File: src/rtl/adc_spi_sampler.sv
// SPI mode-0 front end for a serial ADC: one conversion per sample period,
// presented as a parallel word plus a mid-period sample clock.
module adc_spi_sampler #(
    parameter int CLK_DIV    = 10,
    parameter int SAMPLE_DIV = 1000,
    parameter int LEAD_BITS  = 3,
    parameter int DATA_BITS  = 12,
    parameter bit TWOS_COMP  = 1'b0
) (
    input  logic                 clk,
    input  logic                 rst,
    input  logic                 enable,
    input  logic                 adc_miso,
    output logic                 adc_sck,
    output logic                 adc_cs_n,
    output logic [DATA_BITS-1:0] sample_data,
    output logic                 sample_valid,
    output logic                 sample_clk
);

    localparam int N  = LEAD_BITS + DATA_BITS;
    localparam int CW = $clog2(SAMPLE_DIV);
    localparam int HW = $clog2(CLK_DIV + 1);
    localparam int BW = $clog2(N + 1);

    localparam logic [CW-1:0] CNT_MAX  = CW'(SAMPLE_DIV - 1);
    localparam logic [CW-1:0] CNT_HALF = CW'(SAMPLE_DIV / 2);
    localparam logic [HW-1:0] HC_MAX   = HW'(CLK_DIV - 1);
    localparam logic [BW-1:0] BIT_N    = BW'(N);

    if ((SAMPLE_DIV % 2) != 0) begin : g_odd_div
        $error("SAMPLE_DIV must be even");
    end

    // The word must be settled before sample_clk rises mid-period.
    if (CLK_DIV * (2 * N + 2) + 2 >= SAMPLE_DIV / 2) begin : g_slow_spi
        $error("SPI transaction does not fit in half a sample period");
    end

    typedef enum logic [2:0] {
        S_IDLE,
        S_SETUP,
        S_LOW,
        S_HIGH,
        S_TAIL,
        S_DONE
    } state_t;

    state_t                r_state;
    logic [CW-1:0]         r_cnt;
    logic                  r_sclk;
    logic [HW-1:0]         r_hc;
    logic [BW-1:0]         r_bits;
    logic [DATA_BITS-1:0]  r_sr;
    logic                  r_sck;
    logic                  r_cs_n;
    logic [DATA_BITS-1:0]  r_data;
    logic                  r_valid;

    logic [CW-1:0]         w_cnt_nxt;
    logic                  w_hc_end;
    logic [DATA_BITS-1:0]  w_word;

    assign w_cnt_nxt = (r_cnt == CNT_MAX) ? '0 : r_cnt + CW'(1);
    assign w_hc_end  = (r_hc == HC_MAX);
    assign w_word    = r_sr ^ {TWOS_COMP, {(DATA_BITS-1){1'b0}}};

    always_ff @(posedge clk or posedge rst) begin
        if (rst) begin
            r_cnt  <= '0;
            r_sclk <= 1'b0;
        end else begin
            r_cnt  <= w_cnt_nxt;
            r_sclk <= (w_cnt_nxt >= CNT_HALF);
        end
    end

    always_ff @(posedge clk or posedge rst) begin
        if (rst) begin
            r_state <= S_IDLE;
            r_hc    <= '0;
            r_bits  <= '0;
            r_sr    <= '0;
            r_sck   <= 1'b0;
            r_cs_n  <= 1'b1;
            r_data  <= '0;
            r_valid <= 1'b0;
        end else begin
            r_valid <= 1'b0;
            case (r_state)
                S_IDLE: begin
                    if (r_cnt == '0 && enable) begin
                        r_state <= S_SETUP;
                        r_cs_n  <= 1'b0;
                        r_hc    <= '0;
                        r_bits  <= '0;
                    end
                end
                S_SETUP: begin
                    r_hc <= w_hc_end ? '0 : r_hc + HW'(1);
                    if (w_hc_end) begin
                        r_state <= S_LOW;
                    end
                end
                S_LOW: begin
                    r_hc <= w_hc_end ? '0 : r_hc + HW'(1);
                    if (w_hc_end) begin
                        r_state <= S_HIGH;
                        r_sck   <= 1'b1;
                        r_sr    <= {r_sr[DATA_BITS-2:0], adc_miso};
                        r_bits  <= r_bits + BW'(1);
                    end
                end
                S_HIGH: begin
                    r_hc <= w_hc_end ? '0 : r_hc + HW'(1);
                    if (w_hc_end) begin
                        r_sck   <= 1'b0;
                        r_state <= (r_bits == BIT_N) ? S_TAIL : S_LOW;
                    end
                end
                S_TAIL: begin
                    r_hc <= w_hc_end ? '0 : r_hc + HW'(1);
                    if (w_hc_end) begin
                        r_state <= S_DONE;
                        r_cs_n  <= 1'b1;
                        r_data  <= w_word;
                        r_valid <= 1'b1;
                    end
                end
                S_DONE: begin
                    r_state <= S_IDLE;
                end
                default: begin
                    r_state <= S_IDLE;
                    r_sck   <= 1'b0;
                    r_cs_n  <= 1'b1;
                end
            endcase
        end
    end

    assign adc_sck      = r_sck;
    assign adc_cs_n     = r_cs_n;
    assign sample_data  = r_data;
    assign sample_valid = r_valid;
    assign sample_clk   = r_sclk;

endmodule

File: config.mk
export PLATFORM = sky130hd
export DESIGN_NAME = adc_spi_sampler
export DESIGN_NICKNAME = d
export VERILOG_FILES = /design/src/rtl/adc_spi_sampler.sv
export SDC_FILE = /design/constraint.sdc
export NUM_CORES = 1
export LEC_CHECK = 0
export CORE_ASPECT_RATIO = 1.25
export CORE_MARGIN = 1.5
export CORE_UTILIZATION = 45
export CTS_CLUSTER_DIAMETER = 120
export DETAILED_ROUTE_END_ITERATION = 6
export GPL_TIMING_DRIVEN = 0
export PLACE_DENSITY = 0.64
export SLEW_MARGIN = 20
export SYNTH_ARGS = -nofsm -noshare
export SYNTH_HDL_FRONTEND = slang
export SYNTH_SLANG_ARGS = --single-unit
File: constraint.sdc
create_clock -name clk -period 3.9 [get_ports clk]
set_input_delay 0.39 -clock clk [delete_from_list [all_inputs] [get_ports clk]]
set_output_delay 0.39 -clock clk [all_outputs]
set_load 0.01 [all_outputs]
Word-level counts from Yosys, hierarchy flattened --
Index checks and enable logic that the tools add are counted. W data, S select, Z words.
Cells by class: add/sub/neg operators 3, order comparisons 1, eq/ne operators 13, multiplexer cells 20, bitwise logic cells 2, reductions and logical operators 15
Operators with widths (count):
- $mux W3 | 6
- $pmux W4 S2 | 2
- $pmux W3 S5 | 1
- $mux W4 | 3
- $reduce_or A4 Y1 | 3
- $add A10 B1 Y10 const B | 1
- $eq A10 B10 Y1 const B | 1
- $ge A10 B9 Y1 const B | 1
- $logic_not A10 Y1 | 1
- $mux W10 | 1
- $ne A2 B2 Y1 const B | 5
- $reduce_and A3 Y1 | 3
- $add A4 B1 Y4 const B | 2
- $eq A4 B4 Y1 const B | 2
- $eq A3 B2 Y1 const B | 2
- $eq A3 B3 Y1 const B | 2
- $pmux W1 S3 | 2
- $reduce_and A2 Y1 | 3
- $mux W1 | 5
- $reduce_and A5 Y1 | 1
- $reduce_bool A2 Y1 | 2
- $eq A3 B1 Y1 const B | 1
- $logic_not A3 Y1 | 1
- $not A1 Y1 | 2
- $logic_and A1 B1 Y1 | 1
Word-level totals: register bits 49, bits of input ports 4, output and inout port bits 16, word-level logic and storage cells 64

Depth between registers and ports, before layout --
depth after elaboration 4, gate-level depth with buffers 7, depth with buffers taken out 7

Worst setup path before layout --
Ideal clock, no wire load.
path type register to register, start point register r_cnt[0], end point register r_bits[3], library setup time 0.121 ns, data arrival time 1.629 ns, required time 3.779 ns, setup slack 2.150 ns, cell stages (with the launch flop) 8, path buffers 0, clock period less this slack 1.750 ns, cell sequence dfrtp_1 -> inv_1 -> ha_1 -> and4bb_1 -> nand3_2 -> or2_0 -> a211o_1 -> a22o_1
On the way: word-level cells in the longest chain between the ends 4
Ends and longest elaborated chain:
- start, declared | RTL line 50 | logic [CW-1:0] r_cnt;
- start signal, assigned | RTL line 73 | r_cnt <= w_cnt_nxt;
- $logic_not A10 Y1 | RTL line 92 | if (r_cnt == '0 && enable) begin
- $logic_and A1 B1 Y1 | RTL line 92
- $ne A2 B2 Y1 (no source line)
- $reduce_and A3 Y1 (no source line)
- end signal, assigned | RTL line 111 | r_bits <= r_bits + BW'(1);
- end, declared | RTL line 53 | logic [BW-1:0] r_bits;
Every way passes these cells. A chain may end at the register's enable or synchronous reset.

Final worst setup path --
start point register r_hc[1], end point register r_data[3] (netlist: sample_data[3])
On the way: word-level cells in the longest chain between the ends 2
Ends and longest elaborated chain:
- start, declared | RTL line 52 | logic [HW-1:0] r_hc;
- start signal, assigned | RTL line 100 | r_hc <= w_hc_end ? '0 : r_hc + HW'(1);
- start signal, assigned | RTL line 106 | r_hc <= w_hc_end ? '0 : r_hc + HW'(1);
- start signal, assigned | RTL line 115 | r_hc <= w_hc_end ? '0 : r_hc + HW'(1);
- $eq A4 B4 Y1 | RTL line 65 | assign w_hc_end = (r_hc == HC_MAX);
- $reduce_and A2 Y1 (no source line)
- end signal, assigned | RTL line 126 | r_data <= w_word;
- end, declared | RTL line 57 | logic [DATA_BITS-1:0] r_data;
Every way passes these cells.

==> metrics <==
status=finished, final reports clean; CP endpoint kind=register; DR vias=1,680; DR iter-0 viols=102; clock latency on the worst-skew pair=0.30 ns; Tot GR Track Use=0.1728; Internal=641.3 µW; setup bufs post-CTS=0; critical path arrival=2.27 ns; Clock Skew=0.008326 ns; commonest non-fill, non-tap cell in the layout=nand2_1; Worst Path Required=4.09 ns; Seq pwr share=0.617; wire per inst=12.90 µm; Worst Path Max Fanout=10; number of global-route vias before repair=1,675; Starting Density=0.4759; placed cells=312; post-synthesis sequential area ratio=0.5334; Mapped Cells=232; placed wire-length estimate=2.931 mm; CP bufs+invs=2; largest family of logic cells by synthesized area=simple AND/OR/NAND/NOR gates; Synth Net Count=241; post-synthesis mux area share=0.06308; Residual DRC=0; count of different cell masters after synthesis=48; Compound-Gate Fraction of Synth Area=0.09570; Clock Pin Slew Worst Setup and Hold Paths=0.09 ns; Max-slew headroom=0.6035; CP Class=reg -> reg; die width=66.96 µm; slew at the pin with the worst max-slew slack=0.5916 ns; total power=825.8 µW; hold-fix buffer count after cts=0; max-slew violation count=0; antenna violations before repair=0; RR Startpoint=r_hc[1]; fin cells=320; ys async rst share=1.000; min Tclk post-route=2.087 ns; most frequent cells in the layout=nand2_1 (55), dfrtp_1 (48), clkdlybuf4s50_1 (19), nor2_1 (18), mux2_2 (11); largest net degree at the start of global routing=34; Clock Sinks=49; TritonRoute pass-1 iters=4; drt total wl=4.129 mm; clk root buf=clkbuf_8; switching part of the total power=0.2234; post-CTS resize count=0; Lkg Pwr=0.001251 µW; syn avg cell area=9.918 µm²; clock power share=0.364; Routed Antenna Nets=0; worst path cell trace=inv_1 -> ha_1 -> nand2_1 -> nor2_1 -> nand3_1 -> buf_2 -> mux2_1; TNS Setup=0 ns; Critical Path Max Stage Delay=0.42 ns; aggregate global routing overflow=0; Ports=20; CTS tree=built; Max Fclk=479.2 MHz; Vias/cell=5.250; Switching Power=184.5 µW; adder-cell area share of the yosys netlist=0.03154; # rows=28; ys flop type=dfrtp_1; CP startpoint kind=register; Synth Cell Area=2301 µm²; Pwr per Cell Area=308.4 nW/µm²; die height=82.95 µm; DIE AREA=5554 µm²; share of cells above drive strength 1=0.1192; number of port buffers=19; CTS HTree Levels=2; Final Wtd Congestion=0.7708; EDFF count, synth=0; Synth warnings=0; critical path's top delay family=simple AND/OR/NAND/NOR gates; Post-Route Utilization=0.5538; Nets=268; first-pass GRT wire length=7.458 mm; critical path's slowest cell=dfrtp_1; hold crit path type=in -> async; simple-gate portion of the synthesized area=0.2121; combinational fraction of design power=0.019; Syn-to-layout area delta=16.37%; Final setup violation count=0; CORE AREA=4835 µm²; XOR/XNOR Fraction of Synth Area=0.02664; clock buffer depth=2; unrepaired setup endpoints after global routing=no; ant diodes=0; Fillers=469; total CTS buffers=5; final hold violations=0; count of state elements after synthesis=49; Tcrit/Tclk final=0.5351; Max Cap Viol=0; Worst Setup SP=r_hc[1]; worst vdd ir=0.2283 mV
==> sequential cells by signal, indices dropped and copies added (netlist names) <==
name and flops:
adc_cs_n 1, adc_sck 1, r_bits 4, r_cnt 10
r_hc 4, r_sr 12, r_state 3, sample_clk 1
sample_data 12, sample_valid 1
==> worst reg2reg max path, cell delays in order, from the launching register on <==
cell	delay (ns)
dfrtp_1	0.42
inv_1	0.07
ha_1	0.16
nand2_1	0.06
nor2_1	0.34
nand3_1	0.30
buf_2	0.29
mux2_1	0.34
==> area by class of cell <==
| class | instances | area (µm²) | area share |
|---|---|---|---|
| flip-flops and latches | 49 | 1227 | 0.4584 |
| multi-input cells | 164 | 987.2 | 0.3687 |
| repair buffers | 20 | 210.2 | 0.07850 |
| well taps | 60 | 75.07 | 0.02804 |
| clock buffers | 5 | 68.82 | 0.02570 |
| plain buffers | 12 | 60.06 | 0.02243 |
| inverters | 7 | 26.28 | 0.009813 |
| clock inverters | 3 | 22.52 | 0.008411 |
==> cell usage after synthesis (all sizes together) (2+ instances only) <==
master | number | area, µm²
nand2 | 55 | 206.5
dfrtp | 48 | 1201
nor2 | 18 | 67.56
mux2 | 12 | 135.1
nand3 | 10 | 55.05
a21oi | 9 | 45.04
o21ai | 9 | 45.04
clkbuf | 7 | 26.28
inv | 7 | 26.28
buf | 5 | 33.78
ha | 5 | 62.56
xor2 | 4 | 35.03
a22o | 3 | 26.28
nor3 | 3 | 20.02
or3 | 3 | 18.77
xnor2 | 3 | 26.28
a211oi | 2 | 15.01
a31oi | 2 | 12.51
and2 | 2 | 12.52
nand2b | 2 | 12.51
nand3b | 2 | 15.01
nand4 | 2 | 12.51
or2 | 2 | 12.52
==> metal layers <==
| layer | wire (µm) | track usage | part of all wire | vias to the layer above |
|---|---|---|---|---|
| met5 | 0 | 0 | 0 | - |
| met3 | 116 | 0.04065 | 0.028 | 4 |
| met1 | 1921 | 0.2314 | 0.47 | 814 |
| li1 | - | - | - | 838 |
| met2 | 2030 | 0.2718 | 0.49 | 24 |
| met4 | 61 | 0.06122 | 0.015 | 0 |
==> path summary, 6_finish.rpt <==
path	end	slack, ns	cells past startpoint
setup / recovery	sample_data[3]	1.81	7
hold / removal	sample_clk	0.38	2
setup reg to reg	sample_data[3]	1.81	7
hold reg to reg	r_sr[11]	0.48	2
max in group asynchronous	adc_cs_n	2.96	3
min in group clk	r_sr[11]	0.48	2
==> power by group through the flow <==
stage | Combinational, µW | Clock (µW) | Sequential, µW
after global routing | 19.2 | 335 | 510
after detailed placement | 17.1 | 0 | 520
after CTS | 17.1 | 314 | 510
after floorplan | 8.24 | 0 | 519
final | 15.9 | 300 | 509
after global placement | 14.4 | 0 | 520
==> kinds of logic after synthesis <==
| logic type | Yosys count |
|---|---|
| AOI/OAI and AO/OA | 34 |
| muxes | 13 |
| DFF | 49 |
| buffers and inverters | 19 |
| adders and majority gates | 6 |
| and+or+nand+nor | 104 |
| xor gates and xnor gates | 7 |
==> metrics by stage <==
stage	area [µm²]	hold slack, ns	setup slack [ns]
3_3_place_gp	2566	0.4622	1.345
3_5_place_dp	2586	0.4653	1.764
4_1_cts	2678	0.3822	1.810
2_1_floorplan	2301	0.4418	2.150
5_1_grt	2678	0.4240	1.674
6_report	2678	0.3821	1.813
Power figures use the tool's default switching activity.
